<file path="src/rtl/pipe_scroller_if.sv">
// pipe_scroller_if
// Groups the game-side signals of the pipe scroller into one bundle.
//   master : game controller / test side; drives tick, start, rand_value
//            and bird_row, and observes the field, score and status flags.
//   slave  : the pipe scroller itself.
// Signals:
//   tick       one-cycle scroll strobe from the game-rate divider
//   start      one-cycle pulse that begins or restarts a game
//   rand_value current 4-bit LFSR value
//   bird_row   bird row, 0 is the top row
//   pipes      [row][col] LED field, col 0 is the right (entry) edge
//   score      pipes passed, saturating at 255
//   running    high while the game is scrolling
//   game_over  high while the field is frozen after a collision
interface pipe_scroller_if;
  logic              tick;
  logic              start;
  logic [3:0]        rand_value;
  logic [3:0]        bird_row;
  logic [15:0][15:0] pipes;
  logic [7:0]        score;
  logic              running;
  logic              game_over;

  modport master (
    output tick, start, rand_value, bird_row,
    input  pipes, score, running, game_over
  );

  modport slave (
    input  tick, start, rand_value, bird_row,
    output pipes, score, running, game_over
  );
endinterface

</file>
<file path="src/rtl/pipe_scroller.sv">
// pipe_scroller
// Turns the LFSR stream into scrolling pipe columns on a 16x16 LED field,
// detects bird/pipe collision and counts pipes passed.
// Ports:
//   clock  system clock, all state changes on its rising edge
//   reset  asynchronous, active-low; clears all state immediately
//   bus    pipe_scroller_if.slave: tick, start, rand_value, bird_row in;
//          pipes, score, running, game_over out (all registered)
// Parameters:
//   SPACING  ticks between pipe spawns (2..15)
//   GAP      gap height in rows (1..15)
//   BIRD_COL field column occupied by the bird (0..14)
module pipe_scroller #(
  parameter int SPACING  = 6,
  parameter int GAP      = 4,
  parameter int BIRD_COL = 11
) (
  input logic          clock,
  input logic          reset,
  pipe_scroller_if.slave bus
);

  localparam logic [3:0] SPAWN_RELOAD = 4'(SPACING - 1);
  localparam logic [4:0] GAP_LIMIT    = 5'(16 - GAP);
  localparam logic [3:0] BIRD_IDX     = 4'(BIRD_COL);

  typedef enum logic [1:0] {IDLE, RUN, HALT} state_t;

  state_t      state;
  state_t      next_state;

  // Column 15 is never inspected (the bird sits in col 14 at most), so
  // only columns 0..14 need a valid flag.
  logic [14:0] col_valid;
  logic [3:0]  spawn_cnt;
  logic [3:0]  gap_top;
  logic [15:0] new_col;
  logic        hit;
  logic        restart;
  logic        advance;
  logic        spawn;

  // Gap placement for a freshly spawned column. Random values that would
  // push the gap past the bottom row wrap back towards the top.
  always_comb begin
    gap_top = bus.rand_value;
    if ({1'b0, bus.rand_value} > GAP_LIMIT) begin
      gap_top = bus.rand_value - GAP_LIMIT[3:0];
    end
    new_col = '0;
    for (int r = 0; r < 16; r++) begin
      new_col[r] = !((r >= int'(gap_top)) && (r < int'(gap_top) + GAP));
    end
  end

  // A collision freezes the field, so it overrides a tick in the same cycle.
  always_comb begin
    hit     = (state == RUN) && bus.pipes[bus.bird_row][BIRD_IDX];
    restart = (state != RUN) && bus.start;
    advance = (state == RUN) && bus.tick && !hit;
    spawn   = advance && (spawn_cnt == 4'd0);
  end

  // State register; status flags are registered from the next state so
  // they line up with the state itself.
  always_ff @(posedge clock or negedge reset) begin
    if (!reset) begin
      state         <= IDLE;
      bus.running   <= 1'b0;
      bus.game_over <= 1'b0;
    end else begin
      state         <= next_state;
      bus.running   <= (next_state == RUN);
      bus.game_over <= (next_state == HALT);
    end
  end

  always_comb begin
    next_state = state;
    case (state)
      IDLE:    if (bus.start) next_state = RUN;
      RUN:     if (hit)       next_state = HALT;
      HALT:    if (bus.start) next_state = RUN;
      default: next_state = IDLE;
    endcase
  end

  // Field, score and spawn countdown. Each row shifts towards col 15 on an
  // accepted tick; the pipe that was in the bird column before the shift
  // has just been passed and scores.
  always_ff @(posedge clock or negedge reset) begin
    if (!reset) begin
      bus.pipes <= '0;
      bus.score <= '0;
      col_valid <= '0;
      spawn_cnt <= SPAWN_RELOAD;
    end else if (restart) begin
      bus.pipes <= '0;
      bus.score <= '0;
      col_valid <= '0;
      spawn_cnt <= SPAWN_RELOAD;
    end else if (advance) begin
      for (int r = 0; r < 16; r++) begin
        bus.pipes[r] <= {bus.pipes[r][14:0], spawn & new_col[r]};
      end
      col_valid <= {col_valid[13:0], spawn};
      if (col_valid[BIRD_IDX] && (bus.score != 8'hFF)) begin
        bus.score <= bus.score + 8'd1;
      end
      spawn_cnt <= spawn ? SPAWN_RELOAD : (spawn_cnt - 4'd1);
    end
  end

endmodule

</file>
<file path="src/flat_wrapper.sv">
// flat-port wrapper written by rule: the top's interface ports become plain ports
module pipe_scroller_flat 
#(
  parameter int SPACING  = 6,
  parameter int GAP      = 4,
  parameter int BIRD_COL = 11
)
  (clock, reset, bus_tick, bus_start, bus_rand_value, bus_bird_row, bus_pipes, bus_score, bus_running, bus_game_over);
  pipe_scroller_if bus_i ();
  input logic clock;
  input logic reset;
  input wire logic [$bits(bus_i.tick)-1:0] bus_tick;
  input wire logic [$bits(bus_i.start)-1:0] bus_start;
  input wire logic [$bits(bus_i.rand_value)-1:0] bus_rand_value;
  input wire logic [$bits(bus_i.bird_row)-1:0] bus_bird_row;
  output wire logic [$bits(bus_i.pipes)-1:0] bus_pipes;
  output wire logic [$bits(bus_i.score)-1:0] bus_score;
  output wire logic [$bits(bus_i.running)-1:0] bus_running;
  output wire logic [$bits(bus_i.game_over)-1:0] bus_game_over;
  assign bus_i.tick = bus_tick;
  assign bus_i.start = bus_start;
  assign bus_i.rand_value = bus_rand_value;
  assign bus_i.bird_row = bus_bird_row;
  assign bus_pipes = bus_i.pipes;
  assign bus_score = bus_i.score;
  assign bus_running = bus_i.running;
  assign bus_game_over = bus_i.game_over;
  pipe_scroller #(.SPACING(SPACING), .GAP(GAP), .BIRD_COL(BIRD_COL)) u_core (.clock(clock), .reset(reset), .bus(bus_i));
endmodule
</file>
<file path="config.mk">
export PLATFORM = sky130hd
export DESIGN_NAME = pipe_scroller_flat
export DESIGN_NICKNAME = d
export VERILOG_FILES = /design/src/rtl/pipe_scroller_if.sv /design/src/rtl/pipe_scroller.sv /design/src/flat_wrapper.sv
export SDC_FILE = /design/constraint.sdc
export NUM_CORES = 1
export LEC_CHECK = 0
export CORE_ASPECT_RATIO = 1.25
export CORE_UTILIZATION = 50
export DETAILED_ROUTE_END_ITERATION = 10
export PLACE_DENSITY = 0.81
export SETUP_SLACK_MARGIN = 0.5
export SYNTH_ARGS = -nofsm -noshare
export SYNTH_HDL_FRONTEND = slang
export SYNTH_SLANG_ARGS = --single-unit
export TNS_END_PERCENT = 20
</file>
<file path="constraint.sdc">
create_clock -name clock -period 2.45 [get_ports clock]
set_input_delay 0.735 -clock clock [delete_from_list [all_inputs] [get_ports clock]]
set_output_delay 0.735 -clock clock [all_outputs]
set_load 0.005 [all_outputs]
</file>
Yosys cells after proc, flatten, opt, wreduce, memory -nomap -nowiden
Index checks and enable logic that the tools add are counted.
{"block": "op_classes", "add_sub_neg": 4, "order_cmp": 33, "n_eq_ne": 6, "n_mux": 16, "bitwise_logic": 16, "n_reduce_logical": 44}
{"operator": "2-to-1 mux 256 bit", "count": 2}
{"operator": "less-than comparator 5 x 32 -> 1 bit (first input constant)", "count": 8}
{"operator": "less-than comparator 4 x 32 -> 1 bit (first input constant)", "count": 4}
{"operator": "binary-select mux 16 bit (select 4 bit)", "count": 1}
{"operator": "less-than comparator 3 x 32 -> 1 bit (first input constant)", "count": 2}
{"operator": "2-to-1 mux 12 bit", "count": 3}
{"operator": "less-than comparator 1 x 32 -> 1 bit (first input constant)", "count": 1}
{"operator": "less-than comparator 2 x 32 -> 1 bit (first input constant)", "count": 1}
{"operator": "greater-or-equal comparator 4 bit (first input constant)", "count": 7}
{"operator": "2-to-1 mux 8 bit", "count": 3}
{"operator": "logical AND 1 bit", "count": 21}
{"operator": "zero test 1 bit", "count": 17}
{"operator": "AND 1 bit", "count": 16}
{"operator": "greater-or-equal comparator 3 x 4 -> 1 bit (first input constant)", "count": 4}
{"operator": "2-to-1 mux 4 bit", "count": 4}
{"operator": "adder 8 x 1 -> 8 bit (second input constant)", "count": 1}
{"operator": "greater-or-equal comparator 1 x 4 -> 1 bit (first input constant)", "count": 2}
{"operator": "greater-or-equal comparator 2 x 4 -> 1 bit (first input constant)", "count": 2}
{"operator": "inequality test 8 bit (second input constant)", "count": 1}
{"operator": "adder 4 x 3 -> 5 bit (second input constant)", "count": 1}
{"operator": "less-than comparator 4 x 5 -> 1 bit (second input constant)", "count": 1}
{"operator": "equality test 2 x 1 -> 1 bit (second input constant)", "count": 2}
{"operator": "equality test 2 bit (second input constant)", "count": 2}
{"operator": "> comparator 4 bit (second input constant)", "count": 1}
{"operator": "10 further kinds", "count": 12}
{"block": "totals", "reg_bits": 284, "inputBits": 12, "output_inout_bits": 266, "wordCells": 141}

Depth between registers and ports, before layout
Gate-level depths: netlist (run 1).
{"block": "depth", "word_depth": 9, "depth_mapped": 9}

Worst setup path before layout (run 1)
Ideal clock, no wire load.
{"block": "synth_path", "path_type": "input to register", "startpoint": "input bus_rand_value[2]", "endpoint": "register u_core.bus.pipes[224]", "arrival_time_ns": 2.660, "slack_ns": -0.305, "cell_stages": 6, "n_path_buf": 1, "cell_sequence": "clkbuf_1 inv_1 ha_1 o31ai_1 mux2_2 o31ai_1"}
{"block": "synth_via", "elab_chain_len": 9, "elab_cells_between_ends": 11, "cone_classes": "2 x add/sub; 3 x order compare; 3 x mux; 1 x bitwise; 2 x reduce/logical"}
{"item": "start: declaration", "line_no": "flat_wrapper.sv:14", "text": "input wire logic [$bits(bus_i.rand_value)-1:0] bus_rand_value;"}
{"item": "subtractor 4 bit / > comparator 4 bit (equally long branches)", "line_no": "pipe_scroller.sv:48, pipe_scroller.sv:47"}
{"item": "2-to-1 mux 4 bit (*)", "line_no": "pipe_scroller.sv:47", "text": "if ({1'b0, bus.rand_value} > GAP_LIMIT) begin"}
{"item": "adder 4 x 3 -> 5 bit", "line_no": "pipe_scroller.sv:52", "text": "new_col[r] = !((r >= int'(gap_top)) && (r < int'(gap_top) + GAP));"}
{"item": "less-than comparator 5 x 32 -> 1 bit", "line_no": "pipe_scroller.sv:52"}
{"item": "logical AND 1 bit (*)", "line_no": "pipe_scroller.sv:52"}
{"item": "zero test 1 bit (*)", "line_no": "pipe_scroller.sv:52"}
{"item": "AND 1 bit (*)", "line_no": "pipe_scroller.sv:104", "text": "bus.pipes[r] <= {bus.pipes[r][14:0], spawn & new_col[r]};"}
{"item": "2-to-1 mux 256 bit (*)", "line_no": "pipe_scroller.sv:102", "text": "end else if (advance) begin"}
{"item": "2-to-1 mux 256 bit (*)", "line_no": "pipe_scroller.sv:97", "text": "end else if (restart) begin"}
{"item": "end signal: indexed assignment", "line_no": "pipe_scroller.sv:104"}
{"item": "end: declaration", "line_no": "pipe_scroller_if.sv:32", "text": "output pipes, score, running, game_over"}
Every way passes the cells marked *; elsewhere a longest branch is shown, timed or not. The select of a mux whose other input is x is not followed.
A chain may end at the register's enable or synchronous reset.

Worst setup path in the final report (run 1)
{"block": "layout_path", "startpoint": "register u_core.bus.pipes[75]", "endpoint": "register u_core.bus.pipes[39]"}
{"block": "layout_via", "elab_chain_len": 6}
{"item": "binary-select mux 16 bit (select 4 bit)", "line_no": "pipe_scroller.sv:58", "text": "hit = (state == RUN) && bus.pipes[bus.bird_row][BIRD_IDX];"}
{"item": "2-to-1 mux 12 bit (implied by the code)", "line_no": "pipe_scroller.sv:58"}
{"item": "logical AND 1 bit", "line_no": "pipe_scroller.sv:58"}
{"item": "zero test 1 bit", "line_no": "pipe_scroller.sv:60", "text": "advance = (state == RUN) && bus.tick && !hit;"}
{"item": "logical AND 1 bit", "line_no": "pipe_scroller.sv:60"}
{"item": "nonzero test 2 bit (no source line)"}
Every way passes these cells. The select of a mux whose other input is x is not followed.

==> results of run 1 <==
## cells in the mapped netlist, drive strengths merged, types with 2 or more instances
library cell  number  area (um^2)
nor3               4         20.0
a22oi              2         15.0
and3               3         18.8
o31ai             13         97.6
a22o               2         17.5
and2               4         25.0
mux2               2         22.5
o22ai              2         12.5
o21ai             14         70.1
inv               10         37.5
a211oi             2         15.0
nand3             97          485
nand2b             3         18.8
nor4               2         12.5
buf               57          338
nor3b              2         20.0
mux4               4         97.6
a31o               3         26.3
o41ai              4         42.6
a21oi            179          896
clkbuf            40          150
mux2i              8         80.1
dfrtp            282         7060
ha                 8          100
o311ai             2         17.5
nand2            521         1960
nor2               9         33.8
o22a               3         26.3
dfstp              2         52.6
## registers in the layout (all words and copies together), names as in the netlist
signal / flops
u_core.col_valid: 12
u_core.bus.game_over: 1
u_core.bus.score: 8
u_core.state: 2
u_core.bus.running: 1
u_core.spawn_cnt: 4
u_core.bus.pipes: 256
## through the flow
stage | power (mW) | instances | hold WS (ns) | util | setup slack (ns)
finish | 14.5 | 1982 | 0.0858 | 0.860 | -0.145
global route | 14.8 | 1982 | 0.120 | 0.860 | -0.223
CTS | 13.3 | 1962 | 0.108 | 0.803 | 0.111
detailed placement | 7.25 | 1840 | 0.476 | 0.669 | -0.671
global placement | 7.24 | 1840 | 0.470 | 0.669 | -0.649
floorplan | 6.36 | 1300 | 0.439 | - | 0.0859
## cell type report
type                    instances  area share
well taps                     288      0.0181
flip-flops and latches        284       0.357
diodes                          1    0.000125
repair buffers                443       0.280
multi-input cells             910       0.300
clock inverters                 6     0.00201
clock buffers                  40      0.0403
inverters                      10     0.00188
## cells by family after synthesis
family	after synthesis	synth area share
adder cells (fa/ha/maj)	8	0.00841
buffers and inverters	107	0.0442
XOR/XNOR	1	0.000736
AO/OA/AOI/OAI	237	0.112
flip-flops	284	0.598
multiplexers	14	0.0168
AND/OR/NAND/NOR	649	0.220
## final timing paths
path / from / end / cells after the start
worst max-delay path: u_core.bus.pipes[75]$_DFFE_PN0P_ / u_core.bus.pipes[39]$_DFFE_PN0P_ / 9
worst min-delay path: reset / u_core.bus.pipes[215]$_DFFE_PN0P_ / 1
worst max register to register: u_core.bus.pipes[75]$_DFFE_PN0P_ / u_core.bus.pipes[39]$_DFFE_PN0P_ / 9
worst min register to register: u_core.bus.pipes[119]$_DFFE_PN0P_ / u_core.bus.pipes[120]$_DFFE_PN0P_ / 2
max in group asynchronous: reset / u_core.bus.pipes[162]$_DFFE_PN0P_ / 2
min in group clock: u_core.bus.pipes[119]$_DFFE_PN0P_ / u_core.bus.pipes[120]$_DFFE_PN0P_ / 2
## repair_timing
item                                    in CTS  in global routing
pin swaps                                   82                136
hold endpoints to repair                     0                  0
gates cloned                                35                 11
endpoints found under the setup margin     550                550
gates resized for setup                    272                280
setup buffers                               41                  8
hold buffers                                 0                  0
## per-layer routing
| metal | share of wire | vias to the layer above |
|---|---|---|
| li1 | - | 5063 |
| met1 | 0.35 | 6087 |
| met2 | 0.48 | 1021 |
| met3 | 0.097 | 319 |
| met4 | 0.073 | 0 |
| met5 | 0 | - |
## power breakdown
| part | internal, mW | switching (mW) |
|---|---|---|
| registers | 4.77 | 0.0905 |
| logic | 2.53 | 2.94 |
| clock network | 2.26 | 1.92 |
| total | 9.57 | 4.95 |
==> key figures, run 1 <==
Cells and area
  • Finished Cell Area: around 20000 um^2
  • Most frequent cells in the layout: 343 x nand2_1, 269 x dfrtp_1, 266 x clkdlybuf4s50_1
  • Layout area overhead: 67.7%
  • Final nets: around 1700
  • Share of layout cells above drive strength 1: 0.326
  • Area taken by multi-input logic gates: 5990 um^2
  • FILL cells: a little over 900
  • Most common cell after layout, fill and taps aside: nand2_1
  • Storage cell area: between 7000 and 8000 um^2

Drt
  • Iter 0 DRT Violations: 1507
  • Final wirelength: roughly 50 mm
  • Number of detailed-route iterations in the first pass: 6
  • Antenna-violating nets left: 0
  • # DRC: 0
  • Vias post-DR: 12500
  • Routed len/inst: ~26 um
  • Via density: between 6 and 7

Die
  • Io pins: 278
  • Rows: 62
  • Die Height: between 150 and 200 um
  • Core area: between 20000 and 25000 um^2
  • Starting Density: 0.513
  • Die width: 140 um
  • DIE AREA: around 24000 um^2

Clock network
  • CTS tree: built
  • Clock Root Buffer: clkbuf_16
  • Clk sinks: ~280
  • H-tree Lvls: 1
  • Clk_lat worst skew: ~0.57 ns
  • Clock buffer depth: 3
  • Clk slew on worst S/H paths: approximately 0.070 ns
  • Num CTS Buffers: 27

STA
  • Clock Skew: roughly 0.027 ns
  • Final Hold Fails: 0
  • Fin crit share: 1.06
  • F_max: 0.385 GHz
  • Final Critical Period: 2.60 ns
  • Setup WS post-layout: -0.145 ns
  • Fin. max-slew vios: 0
  • Final setup violation count: 20
  • Setup TNS: -0.734 ns
  • RSZ-0062 raised after global routing: yes
  • Worst-Margin Slew: around 1.2 ns
  • Slew margin rel.: 0.227

Global route
  • Largest net degree at the start of global routing: 75
  • Antenna violations before repair: 1
  • Grt ovf: 0
  • Vias in the first global route: 11800
  • Met1 usage: 0.415
  • First-pass GRT wire length: between 60 and 70 mm
  • Most Crowded Layer GR: met2
  • Met3 Resource Use GR: 0.0741
  • Gr usage total: 0.344
  • GR met2 Demand/Resource: 0.567

Synthesis
  • Syn_nets: 1320
  • Cell Area, Synth: between 10000 and 15000 um^2
  • Top FF cell, synth: dfrtp_1
  • Sequential area share after synthesis: 0.598
  • Syn_area_per_cell: 9.15 um^2
  • Warnings, synthesis: 0
  • Async SR Flop Fraction: 1.00
  • Post-synthesis cell count: between 1000 and 1500
  • Synth Register Bits: approximately 280
  • EDFF count, synth: 0
  • Synth unique cells: between 50 and 60

Worst setup path
  • Crit path DAT: roughly 3.1 ns
  • CP endpoint kind: flop
  • Crit-path slowest cell: mux4_2
  • Worst-path cell chain: mux4_2 > mux2_4 > o2bb2ai_4 > buf_4 > buf_6 > buf_16 > bufbuf_16 > nand2_1 > a21oi_1
  • Bufs and invs on worst path: 4
  • Worst R2R Setup Slack: -0.15 ns
  • CP delay by family, top: multiplexers
  • Worst setup SP type: flop
  • CP max FO: 5
  • Slowest Stage Delay on Critical Path: 0.50 ns
  • Setup CP Type: reg2reg
  • Crit path required time: approximately 2.9 ns

Min path
  • Worst min path class: in2async

Run status
  • Status: complete, but fails checks
  • Failing checks: negative setup slack

Placed design
  • PortBufs: around 280
  • DPL Wire Length: between 20 and 25 mm
  • DP Area: 15500 um^2
  • GP Congestion: 0.847

Power
  • Power Density: a little over 700 nW/um^2
  • Peak supply drop: 0.000615 V
  • Leakage: 9.33 nW

Run
  • Max cap viols: 0
No activity file was read; power rests on OpenSTA's default activity.
==> run 2, diff against run 1 <==
--- a/config.mk
+++ b/config.mk
@@ -10,6 +10,7 @@
 export DETAILED_ROUTE_END_ITERATION = 10
 export PLACE_DENSITY = 0.81
 export SETUP_SLACK_MARGIN = 0.5
+export SLEW_MARGIN = 10
 export SYNTH_ARGS = -nofsm -noshare
 export SYNTH_HDL_FRONTEND = slang
 export SYNTH_SLANG_ARGS = --single-unit
==> results of run 2 <==
No change in the layout: final DEF, timing and power equal those of run 1.
